<file path="src/rtl/dir_pkg.sv">
// Shared encodings for the home-node directory: entry states, request and
// message codes, sequencer FSM states and the directory entry layout.
package dir_pkg;

  localparam logic [1:0] INVALID  = 2'b01;
  localparam logic [1:0] SHARED   = 2'b10;
  localparam logic [1:0] MODIFIED = 2'b11;

  localparam logic [1:0] NONE       = 2'b00;
  localparam logic [1:0] READ_MISS  = 2'b01;
  localparam logic [1:0] WRITE_MISS = 2'b10;
  localparam logic [1:0] WRITE_BACK = 2'b11;

  localparam logic [1:0] MSG_INV       = 2'b01;
  localparam logic [1:0] MSG_FETCH     = 2'b10;
  localparam logic [1:0] MSG_FETCH_INV = 2'b11;

  typedef enum logic [2:0] {
    IDLE,
    LOOKUP,
    SEND_MSG,
    WAIT_ACK,
    REPLY
  } fsm_state_e;

  typedef struct packed {
    logic [1:0] state;
    logic [1:0] sharers;
  } entry_t;

  function automatic logic [1:0] node_mask(input logic node);
    return node ? 2'b10 : 2'b01;
  endfunction

endpackage

</file>
<file path="src/rtl/directory_entry_array.sv">
// Directory storage: one entry per block, a lookup read port, a probe read
// port and a single synchronous write port.
module directory_entry_array import dir_pkg::*; #(
  parameter int NUM_BLOCKS = 4,
  localparam int IDX_W = $clog2(NUM_BLOCKS)
) (
  input  logic             clk,
  input  logic             rst_n,
  input  logic [IDX_W-1:0] rd_idx,
  output entry_t           rd_entry,
  input  logic             wr_en,
  input  logic [IDX_W-1:0] wr_idx,
  input  entry_t           wr_entry,
  input  logic [IDX_W-1:0] probe_idx,
  output entry_t           probe_entry
);

  entry_t entries_q [NUM_BLOCKS];
  entry_t entries_d [NUM_BLOCKS];

  always_comb begin
    entries_d = entries_q;
    if (wr_en) entries_d[wr_idx] = wr_entry;
  end

  always_ff @(posedge clk or negedge rst_n) begin
    if (!rst_n) begin
      for (int i = 0; i < NUM_BLOCKS; i++) entries_q[i] <= {INVALID, 2'b00};
    end else begin
      entries_q <= entries_d;
    end
  end

  assign rd_entry    = entries_q[rd_idx];
  assign probe_entry = entries_q[probe_idx];

endmodule

</file>
<file path="src/rtl/directory_request_sequencer.sv">
// Home-node directory controller: serialises cache miss/write-back requests,
// issues fetch/invalidate messages to remote holders and replies with a grant.
module directory_request_sequencer import dir_pkg::*; #(
  parameter int NUM_BLOCKS = 4,
  localparam int IDX_W = $clog2(NUM_BLOCKS)
) (
  input  logic             clock,
  input  logic             resetN,
  input  logic             reqValid,
  output logic             reqReady,
  input  logic             reqNode,
  input  logic [IDX_W-1:0] reqBlock,
  input  logic [1:0]       reqType,
  output logic             msgValid,
  input  logic             msgReady,
  output logic             msgNode,
  output logic [1:0]       msgKind,
  input  logic             ackValid,
  input  logic             ackNode,
  output logic             replyValid,
  input  logic             replyReady,
  output logic             replyNode,
  output logic [IDX_W-1:0] replyBlock,
  output logic [1:0]       replyState,
  input  logic [IDX_W-1:0] probeBlock,
  output logic [1:0]       probeState,
  output logic [1:0]       probeSharers
);

  fsm_state_e       state_q, state_d;
  logic             req_node_q, req_node_d;
  logic [IDX_W-1:0] req_block_q, req_block_d;
  logic [1:0]       req_type_q, req_type_d;
  logic             msg_valid_q, msg_valid_d;
  logic             msg_node_q, msg_node_d;
  logic [1:0]       msg_kind_q, msg_kind_d;
  logic             reply_valid_q, reply_valid_d;
  logic             reply_node_q, reply_node_d;
  logic [IDX_W-1:0] reply_block_q, reply_block_d;
  logic [1:0]       reply_state_q, reply_state_d;

  entry_t     cur_entry, probe_entry, wr_entry;
  logic       wr_en;
  logic [1:0] req_mask, other_mask;
  logic       owner_is_req;

  directory_entry_array #(.NUM_BLOCKS(NUM_BLOCKS)) u_entries (
    .clk        (clock),
    .rst_n      (resetN),
    .rd_idx     (req_block_q),
    .rd_entry   (cur_entry),
    .wr_en      (wr_en),
    .wr_idx     (req_block_q),
    .wr_entry   (wr_entry),
    .probe_idx  (probeBlock),
    .probe_entry(probe_entry)
  );

  assign req_mask     = node_mask(req_node_q);
  assign other_mask   = cur_entry.sharers & ~req_mask;
  assign owner_is_req = |(cur_entry.sharers & req_mask);

  // The entry is only written on the LOOKUP edge or the accepted-ack edge.
  always_comb begin
    state_d       = state_q;
    req_node_d    = req_node_q;
    req_block_d   = req_block_q;
    req_type_d    = req_type_q;
    msg_valid_d   = msg_valid_q;
    msg_node_d    = msg_node_q;
    msg_kind_d    = msg_kind_q;
    reply_valid_d = reply_valid_q;
    reply_node_d  = reply_node_q;
    reply_block_d = reply_block_q;
    reply_state_d = reply_state_q;
    wr_en         = 1'b0;
    wr_entry      = cur_entry;

    case (state_q)
      IDLE: begin
        if (reqValid) begin
          req_node_d  = reqNode;
          req_block_d = reqBlock;
          req_type_d  = reqType;
          state_d     = LOOKUP;
        end
      end

      LOOKUP: begin
        state_d       = REPLY;
        reply_valid_d = 1'b1;
        reply_node_d  = req_node_q;
        reply_block_d = req_block_q;
        case (req_type_q)
          READ_MISS: begin
            reply_state_d = SHARED;
            if (cur_entry.state == MODIFIED && !owner_is_req) begin
              reply_valid_d = 1'b0;
              msg_valid_d   = 1'b1;
              msg_node_d    = cur_entry.sharers[1];
              msg_kind_d    = MSG_FETCH;
              state_d       = SEND_MSG;
            end else begin
              wr_en    = 1'b1;
              wr_entry = {SHARED, cur_entry.sharers | req_mask};
            end
          end
          WRITE_MISS: begin
            reply_state_d = MODIFIED;
            if (other_mask != 2'b00) begin
              reply_valid_d = 1'b0;
              msg_valid_d   = 1'b1;
              msg_node_d    = ~req_node_q;
              msg_kind_d    = (cur_entry.state == MODIFIED) ? MSG_FETCH_INV : MSG_INV;
              state_d       = SEND_MSG;
            end else begin
              wr_en    = 1'b1;
              wr_entry = {MODIFIED, req_mask};
            end
          end
          WRITE_BACK: begin
            reply_valid_d = 1'b0;
            state_d       = IDLE;
            if (cur_entry.state == MODIFIED && owner_is_req) begin
              wr_en    = 1'b1;
              wr_entry = {INVALID, 2'b00};
            end
          end
          NONE: begin
            reply_valid_d = 1'b0;
            state_d       = IDLE;
          end
        endcase
      end

      SEND_MSG: begin
        if (msgReady) begin
          msg_valid_d = 1'b0;
          state_d     = WAIT_ACK;
        end
      end

      WAIT_ACK: begin
        if (ackValid && ackNode == msg_node_q) begin
          wr_en         = 1'b1;
          reply_valid_d = 1'b1;
          reply_node_d  = req_node_q;
          reply_block_d = req_block_q;
          state_d       = REPLY;
          if (msg_kind_q == MSG_FETCH) begin
            wr_entry      = {SHARED, cur_entry.sharers | req_mask};
            reply_state_d = SHARED;
          end else begin
            wr_entry      = {MODIFIED, req_mask};
            reply_state_d = MODIFIED;
          end
        end
      end

      REPLY: begin
        if (replyReady) begin
          reply_valid_d = 1'b0;
          state_d       = IDLE;
        end
      end

      default: state_d = IDLE;
    endcase
  end

  always_ff @(posedge clock or negedge resetN) begin
    if (!resetN) begin
      state_q       <= IDLE;
      req_node_q    <= 1'b0;
      req_block_q   <= '0;
      req_type_q    <= NONE;
      msg_valid_q   <= 1'b0;
      msg_node_q    <= 1'b0;
      msg_kind_q    <= 2'b00;
      reply_valid_q <= 1'b0;
      reply_node_q  <= 1'b0;
      reply_block_q <= '0;
      reply_state_q <= 2'b00;
    end else begin
      state_q       <= state_d;
      req_node_q    <= req_node_d;
      req_block_q   <= req_block_d;
      req_type_q    <= req_type_d;
      msg_valid_q   <= msg_valid_d;
      msg_node_q    <= msg_node_d;
      msg_kind_q    <= msg_kind_d;
      reply_valid_q <= reply_valid_d;
      reply_node_q  <= reply_node_d;
      reply_block_q <= reply_block_d;
      reply_state_q <= reply_state_d;
    end
  end

  assign reqReady     = (state_q == IDLE);
  assign msgValid     = msg_valid_q;
  assign msgNode      = msg_node_q;
  assign msgKind      = msg_kind_q;
  assign replyValid   = reply_valid_q;
  assign replyNode    = reply_node_q;
  assign replyBlock   = reply_block_q;
  assign replyState   = reply_state_q;
  assign probeState   = probe_entry.state;
  assign probeSharers = probe_entry.sharers;

endmodule
</file>
<file path="config.mk">
export PLATFORM = sky130hd
export DESIGN_NAME = directory_request_sequencer
export DESIGN_NICKNAME = d
export VERILOG_FILES = /design/src/rtl/dir_pkg.sv /design/src/rtl/directory_entry_array.sv /design/src/rtl/directory_request_sequencer.sv
export SDC_FILE = /design/constraint.sdc
export NUM_CORES = 1
export LEC_CHECK = 0
export CAP_MARGIN = 5
export CELL_PAD_IN_SITES_DETAIL_PLACEMENT = 1
export CELL_PAD_IN_SITES_GLOBAL_PLACEMENT = 2
export CORE_ASPECT_RATIO = 0.6
export CORE_MARGIN = 5
export CORE_UTILIZATION = 39
export DETAILED_ROUTE_END_ITERATION = 10
export GPL_TIMING_DRIVEN = 0
export PLACE_DENSITY = 0.8
export SLEW_MARGIN = 20
export SYNTH_ARGS = -nofsm -noshare
export SYNTH_HDL_FRONTEND = slang
export SYNTH_SLANG_ARGS = --single-unit
</file>
<file path="constraint.sdc">
create_clock -name clock -period 6.9 [get_ports clock]
set_input_delay 2.07 -clock clock [delete_from_list [all_inputs] [get_ports clock]]
set_output_delay 2.07 -clock clock [all_outputs]
set_load 0.01 [all_outputs]
</file>
==> results.sh, run 1 <==
export IMPL_status="finished clean"
export IMPL_cts_buffers=5
export IMPL_start_util_pct=41.1
export IMPL_finalNonFillerCells=280
export IMPL_io_buffer_count=28
export IMPL_clock_power_share_pct=11.6
export IMPL_first_global_vias=1718
export IMPL_synth_top_family_by_area="multiplexers"
export IMPL_antenna_found_initial=0
export IMPL_cp_common_cell="clkdlybuf4s50_1"
export IMPL_synth_area_leaders="dfrtp_1 (35%), mux2_4 (8.5%), mux2_2 (6.4%)"
export IMPL_vias=1622
export IMPL_rr_worst_depth=6
export IMPL_synth_compound_area_share_pct=14.2
export IMPL_finalCriticalPeriod_ns=5.86
export IMPL_final_net_count=227
export IMPL_yosysWarnings=0
export IMPL_ys_async_sr_fraction_pct=100
export IMPL_period_share_pct=84.9
export IMPL_power_density_nw_per_um2=506
export IMPL_crit_path_max_incr_delay_ns=0.67
export IMPL_clockBufferDepth=2
export IMPL_p_int_uw=768
export IMPL_slew_violations=0
export IMPL_area_delta_synth_final_pct=23.0
export IMPL_start_kind="input pin"
export IMPL_fp_dieH_um=67.1
export IMPL_finalHoldViolCount=0
export IMPL_crit_path_top_delay_cell="clkdlybuf4s50_1"
export IMPL_hp_class="reg -> reg"
export IMPL_yosysTopAreaCell="dfrtp_1"
export IMPL_finalSetupViolCount=0
export IMPL_cp_max_fo=4
export IMPL_worstSetupEndpoint="probeState[0]"
export IMPL_cts_root_buf="clkbuf_8"
export IMPL_hold_buffers=0
export IMPL_fmax_mhz=171
export IMPL_drive_gt1_share_pct=29.4
export IMPL_overflow=0
export IMPL_path_delay_family="buffers and inverters"
export IMPL_power_frac_seq_pct=28.7
export IMPL_crit_type="in -> out"
export IMPL_crit_required_ns=4.83
export IMPL_num_rows=20
export IMPL_place_congestion=0.804
export IMPL_post_route_cell_area_um2=2610
export IMPL_synth_nets=190
export IMPL_max_slew_margin_pct=34.5
export IMPL_core_um2=5150
export IMPL_syn_area_per_cell_um2=12.0
export IMPL_netSwitchingFraction_pct=41.8
export IMPL_muxShareOfSynthArea_pct=26.1
export IMPL_synthFlopType="dfrtp_1"
export IMPL_dr_pass1_iters=4
export IMPL_synthTopCellsByCount="dfrtp_1 (30), mux2_2 (12), mux2_4 (12), nand2_1 (12), a21oi_1 (9)"
export IMPL_dp_hpwl_um=4670
export IMPL_grtUsageTotal_pct=17.7
export IMPL_drt_iter0_drc=106
export IMPL_ys_types=50
export IMPL_htree_levels=2
export IMPL_synthXorXnorAreaFrac_pct=0.413
export IMPL_synth_fa_ha_area_share_pct=0
export IMPL_grt_start_max_net_pins=19
export IMPL_crit_path_start="probeBlock[0]"
export IMPL_ios=29
export IMPL_worst_ep_arrival_time_ns=3.79
export IMPL_synth_simple_area_share_pct=14.5
export IMPL_remaining_drc_errors=0
export IMPL_antenna_cells=0
export IMPL_p_leak_uw=0.00102
export IMPL_wl_per_cell_um=20.6
export IMPL_die_area_um2=7060
export IMPL_ir_worst_vdd_mv=0.191
export IMPL_dieWidth_um=105
export IMPL_grt_pass1_wl_um=9660
export IMPL_grt_setup_unrepaired="no"
export IMPL_path_clk_slew_ns=0.06
export IMPL_cp_buffers_inverters=2
export IMPL_final_antenna_net_count=0
export IMPL_r2r_slack_ns=4.13
export IMPL_p_comb_share_pct=59.8
export IMPL_end_kind="primary output"
export IMPL_dp_cells=272
export IMPL_tightest_slew_ns=0.980
export IMPL_cts_resized=0
export IMPL_synth_edf_count=0
export IMPL_clk_latency_ns=0.28
export IMPL_syn_inst=176
export IMPL_power_uw=1320
export IMPL_postCtsSetupRepairBufs=0
export IMPL_netlist_area_um2=2120
export IMPL_netlist_area_leader_share_pct=35.4
export IMPL_cts_tree="done"
export IMPL_clock_skew_ns=0.00783
export IMPL_p_sw_uw=551
export IMPL_setup_tns_ns=0
export IMPL_post_dp_cell_area_um2=2520
export IMPL_cts_sink_count=34
export IMPL_yosysMostFrequentCell="dfrtp_1"
export IMPL_maxCapViolations=0
export IMPL_crit_chain="clkdlybuf4s50_1 -> mux4_2 -> clkdlybuf4s50_1"
export IMPL_timing_rr_end="u_entries.entries_q[4]"
export IMPL_drt_total_wl_um=5780
export IMPL_yosysSeqAreaShare_pct=40.4
export IMPL_rr_startpoint="state_q[2]"
export IMPL_ys_ff_latch=34
export IMPL_worst_path_stages=3
export IMPL_vias_per_cell=5.79
## power groups by stage
stage / sequential (uW) / clock, uW / combinational [uW]
finish: 378 / 152 / 789
global route: 392 / 169 / 850
CTS: 379 / 157 / 791
detailed placement: 382 / 0 / 785
global placement: 368 / 0 / 746
floorplan: 366 / 0 / 534
## worst register-to-register path, cell delays in order (launching register included)
cell,delay (ns)
dfrtp_1,0.46
nor3b_1,0.82
a41o_1,0.37
nand2_1,0.13
a21oi_1,0.15
nor3b_1,0.50
mux2i_1,0.19
## state kept, by name (all words and copies together), names as in the netlist, 2 cells and up
register and cells:
state_q 3, req_block_q 2, replyBlock 2, msgKind 2, replyState 2, u_entries.entries_q 16, req_type_q 2
## through the flow
| stage | worst slack (ns) | hold WS, ns | utilization (%) |
|---|---|---|---|
| CTS | 1.02 | 0.484 | 50.6 |
| global route | 0.975 | 0.505 | 50.6 |
| finish | 1.04 | 0.477 | 50.6 |
| floorplan | 2.25 | 0.469 | - |
| global placement | 1.04 | 0.456 | 48.2 |
| detailed placement | 1.03 | 0.456 | 48.8 |
## worst min-delay path by stage
stage	from	endpoint	slack (ns)	cells past startpoint
detailed placement	replyState[1]	replyState[1]	0.46	1
global placement	replyState[1]	replyState[1]	0.46	1
floorplan	u_entries.entries_q[3]	u_entries.entries_q[3]	0.47	1
global route	replyState[1]	replyState[1]	0.51	1
finish	replyState[1]	replyState[1]	0.48	1
CTS	replyState[1]	replyState[1]	0.48	1
## final cells by class
class	count	area (um2)
buffer	7	62.6
clock buffer	7	86.3
clock inverter	1	5.00
fill	556	2550
inverter	8	30.0
multi-input combinational	127	1180
sequential	34	856
tap	66	82.6
timing repair buffer	30	308
## cells by family after synthesis
family                 after synthesis
flip-flops                          34
AND/OR/NAND/NOR                     52
buffers and inverters               15
AO/OA/AOI/OAI                       37
multiplexers                        37
XOR/XNOR                             1
## routing by layer
layer	vias to the layer above	routed length (um)	track usage, %
met5	-	0	0
met4	0	24	3.83
met3	4	305	4.45
met2	50	2430	25.3
met1	827	3020	26.8
li1	741	-	-
## placed cells by master (no fill, tap or decap), types with 6 or more instances in the layout
master,Yosys,final
a21oi_1,9,9
mux4_2,6,6
inv_1,8,8
nand2_1,12,12
mux2_4,12,12
clkbuf_8,1,7
clkdlybuf4s50_1,0,27
nor2_1,7,7
dfrtp_1,30,30
o21ai_0,6,6
mux2_2,12,12
Note: power is estimated with default switching activity, not from simulation.
==> run 2: changes to the inputs <==
Settings changed: CORE_UTILIZATION 39 to 37, PLACE_DENSITY 0.8 to 0.76.
Clock period 6.9 ns to 6.1 ns, I/O delays scaled along.
==> results.sh, run 2 (synthesis gave the netlist of run 1 again) <==
export IMPL_first_global_vias=1773
export IMPL_fmax_mhz=186
export IMPL_tightest_slew_ns=0.994
export IMPL_finalSetupViolCount=0
export IMPL_postCtsSetupRepairBufs=0
export IMPL_fillCellCount=615
export IMPL_final_antenna_net_count=0
export IMPL_finalCriticalPeriod_ns=5.38
export IMPL_hp_class="reg -> reg"
export IMPL_clock_skew_ns=0.00915
export IMPL_regArea_um2=856
export IMPL_cts_buffers=5
export IMPL_finalHoldViolCount=0
export IMPL_grt_pass1_wl_um=9840
export IMPL_remaining_drc_errors=0
export IMPL_ios=29
export IMPL_vias_per_cell=5.55
export IMPL_grt_start_max_net_pins=20
export IMPL_maxCapViolations=0
export IMPL_dp_hpwl_um=4620
export IMPL_status="finished clean"
export IMPL_start_util_pct=38.1
export IMPL_drt_iter0_drc=93
export IMPL_dr_pass1_iters=4
export IMPL_p_leak_uw=0.00103
export IMPL_antenna_cells=0
export IMPL_regMostFlops="u_entries.entries_q"
export IMPL_area_delta_synth_final_pct=24.7
export IMPL_ir_worst_vdd_mv=0.202
export IMPL_place_congestion=0.788
export IMPL_slew_violations=0
export IMPL_final_net_count=227
export IMPL_io_buffer_count=28
export IMPL_antenna_found_initial=0
export IMPL_setup_tns_ns=0
export IMPL_crit_required_ns=4.27
export IMPL_worst_ep_arrival_time_ns=3.55
export IMPL_cts_root_buf="clkbuf_8"
export IMPL_max_slew_margin_pct=33.6
export IMPL_multi_input_area_um2=1180
export IMPL_hold_buffers=0
export IMPL_cts_sink_count=34
export IMPL_wl_per_cell_um=20.1
export IMPL_period_share_pct=88.3
export IMPL_overflow=0
export IMPL_whs_ns=0.484
export IMPL_htree_levels=2
export IMPL_crit_type="in -> out"
export IMPL_grt_setup_unrepaired="no"
export IMPL_path_clk_slew_ns=0.07
export IMPL_cp_max_fo=4
export IMPL_fp_dieH_um=68.6
export IMPL_mostFrequentLayoutCell="dfrtp_1"
export IMPL_end_kind="primary output"
export IMPL_largest_reg_flops=16
export IMPL_clk_latency_ns=0.30
export IMPL_power_density_nw_per_um2=576
export IMPL_num_rows=21
export IMPL_cts_tree="done"
export IMPL_dieWidth_um=108
export IMPL_cts_resized=0
export IMPL_die_area_um2=7390
export IMPL_core_um2=5570
export IMPL_grtUsageTotal_pct=17.9
export IMPL_vias=1632
export IMPL_reg_top3="u_entries.entries_q: 16 flops, state_q: 3 flops"
export IMPL_start_kind="input pin"
export IMPL_final_cell_mix="dfrtp_1 (30), clkdlybuf4s50_1 (27), nand2_1 (12), mux2_2 (12), mux2_4 (12)"
export IMPL_clockBufferDepth=2
export IMPL_drt_total_wl_um=5900
export IMPL_drive_gt1_share_pct=29.9
==> run 2: cell count changes in the layout (fill, tap and decap cells not counted) <==
| cell | delta |
|---|---|
| clkbuf_8 | +2 |
| clkbuf_1 | -1 |
| clkinv_2 | -1 |
==> run 2: final cells by class <==
cell class / instances / share of cell area [%]
clock buffers: 8 / 4.16
well taps: 80 / 3.79
multi-input cells: 127 / 44.5
repair buffers: 30 / 11.6
plain buffers: 7 / 2.37
inverters: 8 / 1.14
flip-flops and latches: 34 / 32.4
==> run 2: final timing paths <==
path                                           end  cells after the start  slack (ns)           from
setup / recovery                     probeState[0]                      3        0.72  probeBlock[0]
hold / removal                       replyState[1]                      1        0.48  replyState[1]
setup reg to reg            u_entries.entries_q[8]                      6        3.30     state_q[2]
hold reg to reg                      replyState[1]                      1        0.48  replyState[1]
max in group asynchronous  u_entries.entries_q[10]                      2        4.12         resetN
min in group asynchronous               state_q[1]                      1        1.46         resetN
==> run 2: per-layer routing <==
| layer | wire (um) | global-route usage, % |
|---|---|---|
| met1 | 3020 | 25.9 |
| met2 | 2580 | 26.9 |
| met3 | 222 | 3.72 |
| met4 | 68 | 6.30 |
| met5 | 0 | 0 |
==> run 2: where the power goes <==
part           switching, uW  internal [uW]
logic                    455            438
registers               86.3            339
clock network           89.1            114
total                    631            892
==> run 2: through the flow <==
stage	instance area, um2	std cells	utilization, %	worst slack (ns)	total power, uW
3_3_place_gp	2500	284	44.9	0.711	1260
4_1_cts	2640	294	47.5	0.688	1530
6_report	2640	294	47.5	0.716	1520
5_1_grt	2640	294	47.5	0.637	1630
2_1_floorplan	2120	176	-	1.93	1020
3_5_place_dp	2530	286	45.5	0.688	1320
==> run 2: worst max-delay path, stage by stage <==
cell and delay (ns):
clkdlybuf4s50_1 0.66, mux4_2 0.56, clkdlybuf4s50_1 0.50
